`config.mk`:
```
export PLATFORM = sky130hd
export DESIGN_NAME = core_sequencer
export DESIGN_NICKNAME = d
export VERILOG_FILES = /design/src/rtl/core_sequencer.sv
export SDC_FILE = /design/constraint.sdc
export NUM_CORES = 1
export LEC_CHECK = 0
export ABC_CLOCK_PERIOD_IN_PS = 3900
export CAP_MARGIN = 20
export CORE_ASPECT_RATIO = 1.75
export CORE_UTILIZATION = 34
export DETAILED_ROUTE_END_ITERATION = 10
export GPL_TIMING_DRIVEN = 0
export SLEW_MARGIN = 10
export SYNTH_ARGS = -nofsm -noshare
export SYNTH_HDL_FRONTEND = slang
export SYNTH_SLANG_ARGS = --single-unit
export TNS_END_PERCENT = 50
```
`constraint.sdc`:
```
create_clock -name clk -period 3.9 [get_ports clk]
set_clock_uncertainty 0.1 [all_clocks]
set_input_delay 0.39 -clock clk [delete_from_list [all_inputs] [get_ports clk]]
set_output_delay 0.39 -clock clk [all_outputs]
set_load 0.03 [all_outputs]
```
`src/rtl/core_sequencer.sv`:
```
// Multi-cycle instruction sequencer: FETCH -> DECODE -> EXEC -> [MEM] -> WB.
// Optional ack watchdog enabled by defining SEQ_TIMEOUT_EN (halts with sticky fault).
module core_sequencer #(
  parameter logic [31:0] PC_RESET       = 32'h0000_0000,
  parameter int          TIMEOUT_CYCLES = 16
) (
  input  logic        clk,
  input  logic        rst_n,
  output logic        imem_req,
  output logic [31:0] imem_addr,
  input  logic        imem_ack,
  input  logic [31:0] imem_rdata,
  output logic [31:0] instr,
  input  logic        dec_rf_we,
  input  logic        dec_mem_we,
  input  logic        dec_is_load,
  input  logic        dec_branch,
  input  logic        alu_zero,
  input  logic [31:0] br_offset,
  output logic        dmem_req,
  output logic        dmem_we,
  input  logic        dmem_ack,
  output logic        rf_we,
  output logic [31:0] pc,
  output logic [2:0]  state,
  output logic        retire,
  output logic        fault
);

  typedef enum logic [2:0] {
    S_FETCH  = 3'd0,
    S_DECODE = 3'd1,
    S_EXEC   = 3'd2,
    S_MEM    = 3'd3,
    S_WB     = 3'd4,
    S_HALT   = 3'd5
  } state_t;

  state_t      state_reg, state_next;
  logic [31:0] pc_reg, pc_next;
  logic [31:0] ir_reg, ir_next;
  logic        wait_cycle;
  logic        timeout_hit;

`ifdef SEQ_TIMEOUT_EN
  localparam int CW = $clog2(TIMEOUT_CYCLES + 1);
  logic [CW-1:0] tmo_cnt_reg, tmo_cnt_next;
  logic          fault_reg, fault_next;

  // Counter only runs while stalled on an ack; any progress clears it.
  assign timeout_hit = wait_cycle && (tmo_cnt_reg == CW'(TIMEOUT_CYCLES - 1));

  always_comb begin
    tmo_cnt_next = '0;
    fault_next   = fault_reg;
    if (wait_cycle) begin
      tmo_cnt_next = timeout_hit ? CW'(TIMEOUT_CYCLES) : tmo_cnt_reg + 1'b1;
    end
    if (timeout_hit) begin
      fault_next = 1'b1;
    end
  end

  always_ff @(posedge clk or negedge rst_n) begin
    if (!rst_n) begin
      tmo_cnt_reg <= '0;
      fault_reg   <= 1'b0;
    end else begin
      tmo_cnt_reg <= tmo_cnt_next;
      fault_reg   <= fault_next;
    end
  end

  assign fault = fault_reg;
`else
  assign timeout_hit = 1'b0;
  assign fault       = 1'b0;
  wire unused_cfg = ^{TIMEOUT_CYCLES, wait_cycle, timeout_hit};
`endif

  always_comb begin
    state_next = state_reg;
    pc_next    = pc_reg;
    ir_next    = ir_reg;
    wait_cycle = 1'b0;
    imem_req   = 1'b0;
    dmem_req   = 1'b0;
    dmem_we    = 1'b0;
    rf_we      = 1'b0;
    retire     = 1'b0;
    case (state_reg)
      S_FETCH: begin
        imem_req = 1'b1;
        if (imem_ack) begin
          ir_next    = imem_rdata;
          state_next = S_DECODE;
        end else begin
          wait_cycle = 1'b1;
        end
      end
      S_DECODE: state_next = S_EXEC;
      S_EXEC:   state_next = (dec_mem_we || dec_is_load) ? S_MEM : S_WB;
      S_MEM: begin
        dmem_req = 1'b1;
        dmem_we  = dec_mem_we;
        if (dmem_ack) begin
          state_next = S_WB;
        end else begin
          wait_cycle = 1'b1;
        end
      end
      S_WB: begin
        rf_we      = dec_rf_we;
        retire     = 1'b1;
        pc_next    = (dec_branch && !alu_zero) ? pc_reg + br_offset : pc_reg + 32'd4;
        state_next = S_FETCH;
      end
      S_HALT:  state_next = S_HALT;
      default: state_next = S_FETCH;
    endcase
    if (timeout_hit) begin
      state_next = S_HALT;
    end
  end

  always_ff @(posedge clk or negedge rst_n) begin
    if (!rst_n) begin
      state_reg <= S_FETCH;
      pc_reg    <= PC_RESET;
      ir_reg    <= '0;
    end else begin
      state_reg <= state_next;
      pc_reg    <= pc_next;
      ir_reg    <= ir_next;
    end
  end

  assign state     = state_reg;
  assign pc        = pc_reg;
  assign imem_addr = pc_reg;
  assign instr     = ir_reg;

endmodule
```
==> results of run 1 <==
layout make-up:
cell class | count | area (um^2)
flip-flops and latches | 67 | 1680
well taps | 183 | 229
repair buffers | 178 | 1790
clock inverters | 7 | 78.8
inverters | 13 | 48.8
clock buffers | 9 | 225
multi-input cells | 450 | 3040
fillers | 1415 | 7360
plain buffers | 55 | 384
report_power, final:
group	switching [mW]	leakage, nW	total, mW	internal [mW]
combinational	2.58	2.16	4.72	2.13
sequential	0.398	0.802	1.44	1.04
clock	0.325	0.150	0.824	0.499
total	3.31	3.11	6.98	3.67
per-stage QoR:
step	hold slack (ns)	setup TNS [ns]	total power [mW]	util, %
4_1_cts	0.394	0	7.02	50.4
3_3_place_gp	0.382	-0.984	6.09	48.1
2_1_floorplan	-0.00559	0	4.47	-
3_5_place_dp	0.277	-0.0610	6.17	48.3
6_report	0.392	0	6.98	50.4
5_1_grt	0.422	0	7.42	50.4
path summary, 6_finish.rpt:
kind                               start            end  slack [ns]  depth (start not counted)
setup reg to reg            imem_addr[0]  imem_addr[24]        0.36                         13
setup / recovery                state[0]         retire        0.20                          7
hold reg to reg            imem_addr[31]  imem_addr[31]        0.39                          1
min in group asynchronous          rst_n      instr[14]        0.45                          2
max in group asynchronous          rst_n  imem_addr[19]        2.70                          3
hold / removal             imem_addr[31]  imem_addr[31]        0.39                          1
worst max-delay path: stages (launching register included):
cell and delay [ns]:
dfrtp_1 0.37, clkbuf_1 0.20, nor2_1 0.17, nand2_1 0.28
clkinv_1 0.30, clkbuf_1 0.43, clkbuf_2 0.37, clkdlybuf4s50_1 0.75
cell usage in the layout (no fill, tap or decap), types with 12 or more instances in the layout:
cell type        synthesis  final
a21oi_1                 65     65
buf_4                   33     34
clkbuf_1                13     13
clkdlybuf4s50_1          0    175
dfrtp_1                 67     67
ha_1                    32     32
inv_1                   12     12
mux2_2                  32     32
nand2_1                 46     46
nand3_1                 15     15
nor2_1                  55     55
o21ai_0                 38     38
o22ai_1                 12     12
xnor2_1                 12     12
xor2_1                  13     13
cells by family after synthesis:
group / after synthesis / synth area share, %
AO/OA/AOI/OAI: 192 / 24.4
XOR/XNOR: 25 / 4.25
adder cells (fa/ha/maj): 33 / 8.16
buffers and inverters: 68 / 8.38
flip-flops: 67 / 32.5
multiplexers: 33 / 7.29
other: 1 / 0.0728
AND/OR/NAND/NOR: 166 / 14.9
what timing repair did:
| item | 4_1_cts | 5_1_grt |
|---|---|---|
| gates resized for setup | 0 | 1 |
| endpoints found under the setup margin | 0 | 1 |
| endpoints found under the hold margin | 35 | 0 |
| hold buffers | 1 | 0 |
synthesized netlist by cell type, types with 3 or more instances:
cell type,n,area share (%)
a21o_2,4,0.68
nand2_1,46,3.4
xor2_1,13,2.2
a31oi_1,6,0.73
dfrtp_1,67,33
o22ai_1,12,1.5
and3_1,9,1.1
nor2_1,55,4.0
inv_1,12,0.87
a211oi_1,3,0.44
a221oi_1,4,0.68
buf_4,33,4.8
nand3_1,15,1.5
o21a_1,5,0.73
buf_1,5,0.36
a211o_1,3,0.51
a22o_1,4,0.68
a21oi_1,65,6.3
o211ai_1,4,0.58
clkbuf_1,13,0.95
xnor2_1,12,2.0
nor3_1,10,0.97
a21o_1,10,1.5
o31ai_1,3,0.44
nand4_1,4,0.49
nand2b_1,8,0.97
nor2b_1,7,0.85
ha_1,32,7.8
o21ai_0,38,3.7
mux2_2,32,7.0
and2_1,3,0.36
routing by layer:
metal / up-vias / wire (um) / GRT usage, %
li1: 2480 / - / -
met1: 2432 / 6070 / 21.4
met2: 202 / 8750 / 38.9
met3: 30 / 878 / 3.18
met4: 0 / 480 / 9.57
met5: - / 0 / 0
==> impl_metrics.py, run 1 <==
metrics = {
    "outcome": {
        "outcome": "finished, final reports clean",
    },
    "critical_path": {
        "worst-path-max-fanout": 10,
        "critical_path_required_ns": 3.41,
        "worst-endpoint-arrival_ns": 3.21,
        "start_kind": "register",
        "critPathKind": "register to primary output",
        "timing.critical_path.to_type": "primary output",
    },
    "grt": {
        "number_of_antenna_violations_at_the_first_check_in_global_routing": 0,
        "first_global_vias": 5136,
        "wire_length_of_the_first_global_routing_pass_um": 24800,
        "grt.overflow.total": 0,
        "largest_net_degree_at_the_start_of_global_routing": 37,
        "global_route_usage_over_all_layers_pct": 20.5,
    },
    "power_and_ir_drop": {
        "power.static_leakage_nw": 3.11,
        "p_per_area_nw_per_um2": 933,
        "maximum_vdd_drop_mv": 0.425,
    },
    "drt": {
        "drcViolationCount": 0,
        "via_per_inst": 5.35,
        "firstDrtPassIters": 5,
        "initialDrtViolationCount": 291,
        "wl_per_cell_um": 16.8,
        "final_antenna_net_count": 0,
        "drt_wl_total_um": 16200,
        "via_count": 5144,
    },
    "cells_and_area": {
        "insertedDiodeCount": 0,
        "final_layout_size_suffix_gt1_share_pct": 14.1,
        "layout.nets": 880,
        "finish.instance_area_um2": 7470,
        "area.growth.synth_to_final_pct": 45.1,
        "fin_cells": 962,
    },
    "timing": {
        "timing.final.crit_period_ns": 3.70,
        "timing.slew.headroom_pct": 49.2,
        "grt_setup_unrepaired": "no",
        "slew_viol_final": 0,
        "final.period_utilization_pct": 95.0,
        "final_setup_viols": 0,
        "pnr_worst_setup_slack_ns": 0.196,
        "max_clock_freq_ghz": 0.270,
        "worst-slew-pin-transition_ns": 0.759,
        "finalHoldViolations": 0,
    },
    "clock_tree": {
        "postCtsSetupRepairBufs": 0,
        "cts-buffers-inserted": 9,
        "clk_pin_slew_ns": 0.06,
        "cts_tree": "yes",
        "ctsHtreeMaxLevel": 3,
        "number_of_sinks_handled_by_clock_tree_synthesis": 67,
        "cts-root-buf": "clkbuf_16",
        "clockBufferDepth": 2,
        "clock_latency_ns": 0.34,
    },
    "synthesis": {
        "postSynthRegisterBits": 67,
        "postSynthNetCount": 691,
        "yosys.cell_types.count": 70,
        "post_synth_inst_count": 585,
        "mappedNetlistArea_um2": 5150,
        "synth-async-reset-ratio_pct": 100,
        "yosys_warning_count": 0,
        "synth.yosys.seq_area_share_pct": 32.5,
        "synth_ff_type": "dfrtp_1",
        "synth-edff-count": 0,
        "postSynthAreaPerCell_um2": 8.81,
    },
    "flow_run": {
        "max_cap_violations": 0,
    },
    "floorplan": {
        "floorplan.io_pins": 178,
        "coreArea_um2": 14800,
        "start_util_pct": 34.7,
        "chipHeight_um": 165,
        "total_die_area_um2": 15700,
        "placement_rows": 59,
        "die_w_um": 95.0,
    },
    "worst_hold_path": {
        "hold_class": "register to register",
    },
    "placement": {
        "dp_slack_ns": -0.0563,
        "port_buffers": 176,
        "hpwl_after_detailed_placement_um": 13000,
        "placed_cells": 945,
        "dpl_cell_area_um2": 7160,
        "globalplace.congestion": 0.880,
    },
}
No activity file was read; power rests on OpenSTA's default activity.
==> run 2: changes to the inputs <==
CTS_CLUSTER_SIZE = 8   (was not set)
PLACE_DENSITY = 0.65   (was not set)
SLEW_MARGIN = 25   (was 10)
==> run 2 against run 1 <==
Compared with the run above:
- cell count is the same
- flip-flop and latch count stayed put
- non-clock buffer count unchanged
- hold slack improved by 0.0066 ns
- wire length grew 1.1%
- sequential share of layout area up 0.060 points
- die area stayed put
- first-iteration DRC count decreased by 42%
- register-to-register slack better by 0.14 ns
- fmax is 1.4% higher
==> impl_metrics.py, run 2 (same netlist as run 1, synthesis figures left out) <==
metrics = {
    "floorplan": {
        "chipHeight_um": 165,
        "total_die_area_um2": 15700,
        "start_util_pct": 34.7,
        "die_w_um": 95.0,
        "floorplan.io_pins": 178,
        "placement_rows": 59,
        "coreArea_um2": 14800,
    },
    "critical_path": {
        "start_kind": "register",
        "timing.critical_path.to_type": "primary output",
        "critical_path.endpoint": "retire",
        "r2r.worst_path.cells": 11,
        "crit-reg2reg-launch": "imem_addr[1]",
        "worst-endpoint-arrival_ns": 3.16,
        "critical_path_required_ns": 3.41,
        "worstReg2RegEnd": "imem_addr[31]",
        "cp-startpoint": "state[0]",
        "critPathKind": "register to primary output",
        "r2r_setup_slack_ns": 0.50,
        "worst-path-max-fanout": 10,
    },
    "cells_and_area": {
        "final_core_occ_pct": 50.2,
        "finish.instance_area_um2": 7450,
        "final_layout_size_suffix_gt1_share_pct": 14.2,
        "most-common-layout-cells": "175 x clkdlybuf4s50_1, 67 x dfrtp_1, 65 x a21oi_1",
        "area.growth.synth_to_final_pct": 44.7,
        "insertedDiodeCount": 0,
        "most_frequent_standard_cell_in_the_layout_excluding_fill_and_tap_cells": "clkdlybuf4s50_1",
        "layout.nets": 880,
    },
    "placement": {
        "globalplace.congestion": 0.878,
        "dp_slack_ns": -0.123,
        "dpl_cell_area_um2": 7160,
        "port_buffers": 176,
        "hpwl_after_detailed_placement_um": 13200,
    },
    "power_and_ir_drop": {
        "power.static_leakage_nw": 3.10,
        "p_per_area_nw_per_um2": 930,
        "sw_frac_of_total_pct": 47.8,
        "net-switching-power_mw": 3.31,
        "share_comb_of_total_power_pct": 68.1,
        "seq_power_share_pct": 20.9,
        "maximum_vdd_drop_mv": 0.419,
        "clkPwrFrac_pct": 11.0,
        "p_int_mw": 3.62,
    },
    "timing": {
        "finalHoldViolations": 0,
        "final.period_utilization_pct": 93.6,
        "holdWs_ns": 0.398,
        "pnr_worst_setup_slack_ns": 0.249,
        "worst-slew-pin-transition_ns": 0.781,
        "max_clock_freq_ghz": 0.274,
        "grt_setup_unrepaired": "no",
        "timing.slew.headroom_pct": 47.8,
        "timing.final.crit_period_ns": 3.65,
        "slew_viol_final": 0,
        "final_setup_viols": 0,
    },
    "drt": {
        "firstDrtPassIters": 5,
        "final_antenna_net_count": 0,
        "via_per_inst": 5.39,
        "drcViolationCount": 0,
        "initialDrtViolationCount": 168,
        "drt_wl_total_um": 16400,
        "via_count": 5189,
        "wl_per_cell_um": 17.0,
    },
    "clock_tree": {
        "clk_pin_slew_ns": 0.06,
        "cts_tree": "yes",
        "cts-buffers-inserted": 9,
        "postCtsSetupRepairBufs": 0,
        "number_of_sinks_handled_by_clock_tree_synthesis": 67,
        "clock_latency_ns": 0.34,
        "clockBufferDepth": 2,
        "ctsHtreeMaxLevel": 3,
        "cts-root-buf": "clkbuf_16",
    },
    "grt": {
        "largest_net_degree_at_the_start_of_global_routing": 36,
        "globalRoute.busiestLayer": "met2",
        "global_route.usage.met2_pct": 40.5,
        "global_route_usage_over_all_layers_pct": 20.5,
        "number_of_antenna_violations_at_the_first_check_in_global_routing": 0,
        "groute.layer.met1.usage_pct": 19.7,
        "wire_length_of_the_first_global_routing_pass_um": 24700,
        "grt.overflow.total": 0,
        "first_global_vias": 5071,
        "global_route.usage.met3_pct": 3.78,
    },
    "worst_hold_path": {
        "hold_class": "register to register",
    },
    "outcome": {
        "outcome": "finished, final reports clean",
    },
    "flow_run": {
        "max_cap_violations": 0,
    },
}
==> run 2: cell types whose count changed in the layout (fill, tap and decap cells not counted), sizes merged <==
| cell | previous run | this run |
|---|---|---|
| inv | 12 | 13 |
| clkbuf | 24 | 25 |
| clkinv | 7 | 5 |
| bufinv | 1 | 0 |
| clkinvlp | 0 | 1 |
==> run 2: worst max-delay path, stage by stage (launching register included) <==
cell and delay, ns:
dfrtp_1 0.39, clkbuf_1 0.21, nor2_1 0.17, nand2_1 0.26
clkinv_1 0.28, clkbuf_1 0.39, clkbuf_2 0.37, clkdlybuf4s50_1 0.75
==> run 2: power by group through the flow <==
stage / Sequential [mW] / Clock (mW) / Combinational [mW]
after global routing: 1.51 / 0.800 / 5.03
after floorplan: 2.03 / 0 / 2.44
final: 1.45 / 0.761 / 4.72
after CTS: 1.46 / 0.773 / 4.72
after global placement: 1.44 / 0 / 4.63
after detailed placement: 1.47 / 0 / 4.70
==> run 2: final cells by class <==
cell class | instances | area, um^2
plain buffers | 55 | 384
clock buffers | 10 | 239
clock inverters | 6 | 40.0
fillers | 1400 | 7380
inverters | 13 | 48.8
multi-input cells | 450 | 3050
flip-flops and latches | 67 | 1680
well taps | 183 | 229
repair buffers | 178 | 1790
==> run 2: metrics by stage <==
step           TNS, ns  instances  power [mW]
2_1_floorplan        0        585        4.47
3_3_place_gp   -0.0975        944        6.08
3_5_place_dp    -0.180        945        6.17
4_1_cts              0        962        6.95
5_1_grt              0        962        7.34
6_report             0        962        6.93
==> run 2: routing by layer <==
layer / wire (um) / vias to the layer above
li1: - / 2478
met1: 5750 / 2444
met2: 9060 / 231
met3: 1060 / 36
met4: 486 / 0
met5: 0 / -
==> run 2: worst min path at each step <==
stage | startpoint | end | depth (start not counted) | slack (ns)
final | imem_addr[31] | imem_addr[31] | 1 | 0.40
after global routing | instr[19] | instr[19] | 1 | 0.42
after CTS | imem_addr[31] | imem_addr[31] | 1 | 0.41
after detailed placement | rst_n | instr[10] | 1 | 0.27
after global placement | imem_addr[31] | imem_addr[31] | 1 | 0.38
after floorplan | rst_n | imem_addr[0] | 0 | -0.006
==> run 2: repair_timing <==
| action | CTS | global route |
|---|---|---|
| gates resized for setup | 0 | 2 |
| hold buffers | 1 | 0 |
| setup endpoints to repair | 0 | 2 |
| hold endpoints to repair | 32 | 0 |
==> run 3: changes to the inputs <==
GPL_ROUTABILITY_DRIVEN = 0   (was not set)
PLACE_DENSITY = 0.7   (was 0.65)
==> run 3 against run 2 <==
Compared with the run above:
- die area did not move
- flip-flop and latch count stayed put
- cell count unchanged
- via count shrank 1.4%
- non-clock buffer count is the same
- worst setup slack better by 0.042 ns
- register-to-register slack better by 0.06 ns
- clock-buffer cell count shrank 1
- utilization increased by 0.42 points
- hold slack gained 0.0053 ns
- critical path type unchanged
- highest routed layer unchanged
==> impl_metrics.py, run 3 (same netlist as run 1, synthesis figures left out) <==
metrics = {
    "critical_path": {
        "worst-path-max-fanout": 10,
        "crit_path_cell_trace": "clkbuf_1 -> nor2_1 -> nand2_1 -> clkinv_1 -> clkbuf_1 -> clkbuf_2 -> clkdlybuf4s50_1",
        "worst-endpoint-arrival_ns": 3.12,
        "critical_path_required_ns": 3.41,
        "timing.critical_path.to_type": "primary output",
        "critPathKind": "register to primary output",
        "critPathMostFrequentCell": "clkbuf_1",
        "cpMaxStageDelayCell": "clkdlybuf4s50_1",
        "slowest_delay_ns": 0.74,
        "start_kind": "register",
    },
    "cells_and_area": {
        "final_layout_size_suffix_gt1_share_pct": 14.2,
        "most-common-layout-cells": "175 x clkdlybuf4s50_1, 67 x dfrtp_1, 65 x a21oi_1",
        "final_core_occ_pct": 50.7,
        "area.growth.synth_to_final_pct": 45.9,
        "layout.nets": 880,
        "insertedDiodeCount": 0,
        "filler_cell_count": 1373,
        "most_frequent_standard_cell_in_the_layout_excluding_fill_and_tap_cells": "clkdlybuf4s50_1",
    },
    "placement": {
        "hpwl_after_detailed_placement_um": 12200,
        "dp_slack_ns": -0.0884,
        "port_buffers": 176,
    },
    "drt": {
        "initialDrtViolationCount": 229,
        "drcViolationCount": 0,
        "wl_per_cell_um": 16.0,
        "via_count": 5117,
        "firstDrtPassIters": 4,
        "via_per_inst": 5.32,
        "drt_wl_total_um": 15400,
        "final_antenna_net_count": 0,
    },
    "power_and_ir_drop": {
        "total_power_mw": 7.06,
        "power.static_leakage_nw": 3.13,
        "maximum_vdd_drop_mv": 0.464,
        "p_per_area_nw_per_um2": 939,
    },
    "timing": {
        "max_clock_freq_ghz": 0.277,
        "final_setup_viols": 0,
        "timing.slew.headroom_pct": 49.4,
        "holdWs_ns": 0.403,
        "worst-slew-pin-transition_ns": 0.756,
        "timing.final.crit_period_ns": 3.61,
        "finalHoldViolations": 0,
        "slew_viol_final": 0,
        "final.period_utilization_pct": 92.5,
        "pnr_worst_setup_slack_ns": 0.291,
        "grt_setup_unrepaired": "no",
    },
    "clock_tree": {
        "ctsHtreeMaxLevel": 3,
        "clock_latency_ns": 0.33,
        "number_of_sinks_handled_by_clock_tree_synthesis": 67,
        "clockBufferDepth": 2,
        "clk_pin_slew_ns": 0.05,
        "cts-root-buf": "clkbuf_16",
        "postCtsSetupRepairBufs": 0,
        "cts-buffers-inserted": 9,
        "cts_tree": "yes",
    },
    "grt": {
        "groute.layer.met1.usage_pct": 19.2,
        "global_route.usage.met2_pct": 38.2,
        "global_route_usage_over_all_layers_pct": 19.7,
        "grt.overflow.total": 0,
        "number_of_antenna_violations_at_the_first_check_in_global_routing": 0,
        "wire_length_of_the_first_global_routing_pass_um": 23900,
        "global_route.usage.met3_pct": 2.99,
        "globalRoute.busiestLayer": "met2",
        "largest_net_degree_at_the_start_of_global_routing": 40,
        "first_global_vias": 5025,
    },
    "floorplan": {
        "start_util_pct": 34.7,
        "total_die_area_um2": 15700,
        "placement_rows": 59,
        "floorplan.io_pins": 178,
        "chipHeight_um": 165,
        "die_w_um": 95.0,
        "coreArea_um2": 14800,
    },
    "flow_run": {
        "max_cap_violations": 0,
    },
    "outcome": {
        "outcome": "finished, final reports clean",
    },
    "worst_hold_path": {
        "hold_class": "register to register",
    },
}
[run 3: worst paths after layout]
path | cells after the start | slack [ns] | startpoint | to
min in group asynchronous | 2 | 0.49 | rst_n | instr[7]
hold / removal | 1 | 0.40 | instr[24] | instr[24]
max in group asynchronous | 3 | 2.64 | rst_n | state[1]
hold reg to reg | 1 | 0.40 | instr[24] | instr[24]
setup / recovery | 7 | 0.29 | state[0] | retire
setup reg to reg | 13 | 0.56 | imem_addr[0] | imem_addr[24]
[run 3: layout make-up]
type                            count  area, um^2  area share, %
Clock inverter                      7         116           1.55
Clock buffer                        9         225           3.00
Buffer                             55         384           5.11
Multi-Input combinational cell    450        3050           40.5
Tap cell                          183         229           3.05
Timing Repair Buffer              178        1790           23.8
Sequential cell                    67        1680           22.3
Inverter                           13        48.8          0.649
[run 3: worst max-delay path, delay by kind of cell (launching register included)]
kind | cells | cell delay [ns]
buffers and inverters | 5 | 1.98
AND/OR/NAND/NOR | 2 | 0.42
flip-flops | 1 | 0.37
[run 3: timing repair]
item,4_1_cts,5_1_grt
gates resized for setup,0,2
setup endpoints to repair,0,2
endpoints found under the hold margin,38,0
hold buffers,1,0
[run 3: where the power goes]
group          internal [mW]  total (mW)  switching [mW]  leakage (nW)
Clock                  0.623       0.939           0.316         0.165
Combinational           2.13        4.67            2.54          2.16
Sequential              1.04        1.45           0.410         0.802
[run 3: metrics by stage]
stage          TNS [ns]  cells  instance area [um^2]
2_1_floorplan         0    585                  5150
3_3_place_gp      -7.46    944                  7140
3_5_place_dp    -0.0884    945                  7160
4_1_cts               0    962                  7510
5_1_grt               0    962                  7520
6_report              0    962                  7520
[run 3: metal layers]
metal | wire length [um] | vias up
met5 | 0 | -
met4 | 601 | 0
met3 | 846 | 46
met2 | 8380 | 199
met1 | 5560 | 2391
li1 | - | 2481
